==> src/rtl/xpu_vpu_pc_com_root_gated_clk_ctrl.sv <==
// Root clock-gating controller for the VPU PC complex.
// Each channel runs an OFF/ON/HOLD state machine that keeps its gated clock
// open while requested, plus a programmable hold-off after the request drops.
// The gated clock leaves through a single ICG cell per channel, so no logic
// other than the cell sits between clk_in and clk_out.

module xpu_vpu_pc_com_root_gated_clk_ctrl #(
  parameter int CH_NUM = 4,
  parameter int HOLD_W = 4
) (
  input  logic              clk_in,
  input  logic              cpurst_b,
  input  logic              module_en,
  input  logic [CH_NUM-1:0] local_en,
  input  logic [CH_NUM-1:0] external_en,
  input  logic              pad_yy_icg_scan_en,
  input  logic [HOLD_W-1:0] hold_cfg,
  output logic [CH_NUM-1:0] clk_out,
  output logic [CH_NUM-1:0] ch_rdy,
  output logic              all_idle
);

  typedef enum logic [1:0] {
    OFF  = 2'd0,
    ON   = 2'd1,
    HOLD = 2'd2
  } state_t;

  state_t              state     [CH_NUM];
  state_t              state_nxt [CH_NUM];
  logic [HOLD_W-1:0]   cnt       [CH_NUM];
  logic [HOLD_W-1:0]   cnt_nxt   [CH_NUM];
  logic [CH_NUM-1:0]   req;
  logic [CH_NUM-1:0]   gate_en;
  logic [CH_NUM-1:0]   gate_nxt;
  logic                all_off;

  // Global enable and both per-channel enables carry equal weight.
  assign req = {CH_NUM{module_en}} | local_en | external_en;

  // Next-state and hold counter for every channel; the counter never drops
  // below 1 while in HOLD, so it cannot wrap.
  always_comb begin
    all_off = 1'b1;
    for (int i = 0; i < CH_NUM; i++) begin
      state_nxt[i] = state[i];
      cnt_nxt[i]   = cnt[i];
      case (state[i])
        OFF: begin
          if (req[i]) state_nxt[i] = ON;
        end
        ON: begin
          if (!req[i]) begin
            if (hold_cfg != '0) begin
              state_nxt[i] = HOLD;
              cnt_nxt[i]   = hold_cfg;
            end else begin
              state_nxt[i] = OFF;
            end
          end
        end
        HOLD: begin
          if (req[i]) begin
            state_nxt[i] = ON;
            cnt_nxt[i]   = '0;
          end else if (cnt[i] <= HOLD_W'(1)) begin
            state_nxt[i] = OFF;
            cnt_nxt[i]   = '0;
          end else begin
            cnt_nxt[i]   = cnt[i] - HOLD_W'(1);
          end
        end
        default: begin
          state_nxt[i] = OFF;
          cnt_nxt[i]   = '0;
        end
      endcase
      gate_nxt[i] = (state_nxt[i] != OFF);
      if (state[i] != OFF) all_off = 1'b0;
    end
  end

  // State, counter and all registered status outputs; reset closes every gate.
  always_ff @(posedge clk_in or negedge cpurst_b) begin
    if (!cpurst_b) begin
      for (int i = 0; i < CH_NUM; i++) begin
        state[i] <= OFF;
        cnt[i]   <= '0;
      end
      gate_en  <= '0;
      ch_rdy   <= '0;
      all_idle <= 1'b1;
    end else begin
      for (int i = 0; i < CH_NUM; i++) begin
        state[i] <= state_nxt[i];
        cnt[i]   <= cnt_nxt[i];
      end
      gate_en  <= gate_nxt;
      // Ready only once the gate has already been open for a full cycle.
      ch_rdy   <= gate_en & gate_nxt;
      all_idle <= all_off;
    end
  end

  for (genvar g = 0; g < CH_NUM; g++) begin : g_icg
    CKLNQD8BWP6T16P96CPDLVT u_icg (
      .CP (clk_in),
      .E  (gate_en[g]),
      .TE (pad_yy_icg_scan_en),
      .Q  (clk_out[g])
    );
  end

endmodule

// Behavioural model of the library latch-based ICG: enable is captured only
// while CP is low, so a change on E or TE never truncates a high pulse.
module CKLNQD8BWP6T16P96CPDLVT (
  input  logic CP,
  input  logic E,
  input  logic TE,
  output logic Q
);

  logic en_lat;

  // Transparent-low enable latch.
  always_latch begin
    if (!CP) en_lat = E | TE;
  end

  assign Q = CP & en_lat;

endmodule

==> config.mk <==
export PLATFORM = sky130hd
export DESIGN_NAME = xpu_vpu_pc_com_root_gated_clk_ctrl
export DESIGN_NICKNAME = d
export VERILOG_FILES = /design/src/rtl/xpu_vpu_pc_com_root_gated_clk_ctrl.sv
export SDC_FILE = /design/constraint.sdc
export NUM_CORES = 1
export LEC_CHECK = 0
export BUFFER_PORTS_ARGS = -buffer_cell sky130_fd_sc_hd__buf_4
export CAP_MARGIN = 10
export CORE_UTILIZATION = 40
export CTS_CLUSTER_SIZE = 30
export DETAILED_ROUTE_END_ITERATION = 8
export GPL_TIMING_DRIVEN = 0
export MAX_ROUTING_LAYER = met4
export SYNTH_ARGS = -nofsm -noshare
export SYNTH_HDL_FRONTEND = slang
export SYNTH_SLANG_ARGS = --single-unit
==> constraint.sdc <==
create_clock -name clk_in -period 2.3 [get_ports clk_in]
set_clock_uncertainty 0.05 [all_clocks]
set_input_delay 0.575 -clock clk_in [delete_from_list [all_inputs] [get_ports clk_in]]
set_output_delay 0.575 -clock clk_in [all_outputs]
set_load 0.1 [all_outputs]
==> out/metrics.yaml <==
sta:
  rsz0062_at_grt: "true"
  setup-violations-final: 8
  maxSlewViolCount: 0
  worstMarginPinSlew_ps: 646
  setup_ws_ps: -594
  relSlewSlack_pct: 56.6
  hold_viol: 0
  fin_tns_setup_ps: -2330
die:
  die_y_um: 77.0
  core-area_sq_mm: 0.00527
  die_w_um: 77.0
  row_count: 26
  start_util_pct: 42.7
  die_area_sq_mm: 0.00593
  ios: 25
cts:
  cts_setup_buffers: 0
  clk_latency_ps: 390
  postCtsHoldBufs: 0
  cts_tree: "done"
  clk_pin_slew_ps: 80
global_route:
  met1_usage_pct: 22.8
  grt_use_met3_pct: 6.19
  antenna_found_initial: 0
  grt_first_pass_wirelength_um: 8520
  grt_pass1_vias: 1892
  grt_max_degree: 34
  grtUsageMet2_pct: 28.3
  track_usage_pct: 19.2
  grt_overflow_total: 0
  top_usage_layer: "met2"
cells_and_area:
  num-fill-cells: 536
  antenna_cells: 0
  drive_gt1_share_pct: 19.5
  multi_input_area_sq_mm: 0.00121
  fin_nets: 311
  area_growth_pct: 20.5
  final-seq-area_sq_um: 888
  finalInstanceArea_sq_mm: 0.00271
place:
  hpwl_um: 3540
  place_congestion: 0.854
  place_area_sq_mm: 0.00258
  preCtsSetupSlack_ps: -347
  port_buffers: 24
route:
  drc_errors: 0
  drtIter0Drc: 86
  drtAntennaViolNets: 0
  viasPerCell: 5.43
  postRouteWirelength_um: 5030
  vias: 1858
  routedWlPerCell_um: 14.7
  firstDrtPassIters: 4
synth:
  netlist_area_sq_mm: 0.00225
  synth-edff-count: 0
  ys_top_cells_by_area: "dfrtp_1 (36%), ha_1 (13%), inv_1 (4.5%)"
  yosys_warnings: 0
  yosys.area.top_type: "dfrtp_1"
  async_flop_share_pct: 89.2
  yosysMostFrequentCell: "dfrtp_1"
  synth_ff_type: "dfrtp_1"
  yosysUniqueCellTypes: 41
  yosysTopAreaCellShare_pct: 35.6
  synth_nets: 280
  syn_avg_cell_area_sq_um: 9.37
  synth_commonest_cells: "dfrtp_1 (32), inv_1 (27), ha_1 (24)"
  synth_seq_cells: 37
  synth_cells: 240
worst_setup_path:
  r2r_setup_slack_ps: 370
  rr_worst_depth: 8
  r2r_end: "ch_rdy[3]$_DFF_PN0_"
  startpoint_type: "latch"
  critPathRequiredTime_ps: 1670
  timing.rr.start: "state[1]$_DFF_PN0_"
  arrival_ps: 2270
  cp-end-kind: "primary output"
  cp_max_fo: 1
  timing_worst_setup_path_type: "latch to primary output"
outcome:
  violations: "setup timing"
  status: "finished with violations"
power_and_ir_drop:
  pwr_density_cell_mw_per_mm2: 1590
  ir_worst_vdd_uv: 1010
  power_leakage_nw: 1.26
worst_hold_path:
  hp-class: "input port to async pin"
run:
  cap_violations: 0
[critical path: stages (launching register included)]
cell and delay (ps):
dlxtn_1 400, and2_4 140, buf_12 160
[layout make-up]
type                            instances  area share (%)
Multi-Input combinational cell        167            44.8
Sequential cell                        37            32.8
Clock buffer                           14            7.66
Tap cell                               70            3.23
Buffer                                  5            1.02
Timing Repair Buffer                   20            5.54
Inverter                               27            3.74
Clock inverter                          2            1.29
[logic make-up (layout without fill, tap and decap cells)]
family | count (synthesis) | in the layout | share of synthesized area, %
and+or+nand+nor | 65 | 65 | 14.8
buffers and inverters | 36 | 68 | 7.06
AOI/OAI and AO/OA | 78 | 78 | 25.4
adders and majority gates | 24 | 24 | 13.3
DFF | 33 | 33 | 36.8
latches | 4 | 4 | 2.67
[worst max path at each step]
stage	start	endpoint	slack (ps)
finish	g_icg[2].u_icg.en_lat$_DLATCH_N_	clk_out[2]	-590
global route	g_icg[2].u_icg.en_lat$_DLATCH_N_	clk_out[2]	-620
CTS	g_icg[2].u_icg.en_lat$_DLATCH_N_	clk_out[2]	-610
detailed placement	g_icg[2].u_icg.en_lat$_DLATCH_N_	clk_out[2]	-350
global placement	g_icg[2].u_icg.en_lat$_DLATCH_N_	clk_out[2]	-340
floorplan	g_icg[0].u_icg.en_lat$_DLATCH_N_	clk_out[0]	-140
[metal layers]
| metal | vias up | share of wire [%] |
|---|---|---|
| met2 | 45 | 45 |
| met1 | 878 | 49 |
| met4 | 0 | 1.4 |
| li1 | 928 | - |
| met5 | - | 0 |
| met3 | 7 | 4.6 |
[state kept, by name (all words and copies together), names as in the netlist]
register            count
state                   8
g_icg.u_icg.en_lat      4
cnt                    16
all_idle                1
ch_rdy                  4
gate_en                 4
[repair_timing]
action,in CTS,in global routing
resized for setup,12,1
pin swaps,0,0
endpoints found under the setup margin,8,8
[placed cells by master, fill, tap and decap left out, types with 3 or more instances in the layout]
cell type and n:
a22o_1 9, ha_1 24, or2_2 5, a31oi_1 3, buf_4 20, buf_12 4, clkbuf_8 9, o22ai_1 3
dlxtn_1 3, inv_1 27, and2_1 5, nor2_1 17, o2bb2ai_1 5, a22oi_1 3, o21ai_0 14, a21oi_1 11
nor3_1 7, nand2_1 17, a32oi_1 6, a32o_1 4, a21o_1 3, o311a_1 4, clkbuf_1 4, dfrtp_1 32
and2_4 5
[metrics by stage]
step | hold WS [ps] | utilization, % | std cells | power [mW]
2_1_floorplan | 229 | - | 240 | 3.17
3_3_place_gp | 407 | 48.9 | 334 | 3.61
3_5_place_dp | 414 | 48.9 | 334 | 3.63
4_1_cts | 78.3 | 51.4 | 342 | 4.35
5_1_grt | 97.6 | 51.4 | 342 | 4.62
6_report | 73.7 | 51.4 | 342 | 4.31
[where the power goes]
group          internal, mW  leakage (nW)  switching, mW
Clock                 0.808         0.139          0.850
Sequential            0.866         0.458          0.168
Combinational         0.590         0.659           1.03
Total                  2.26          1.26           2.05
Power figures use the tool's default switching activity.
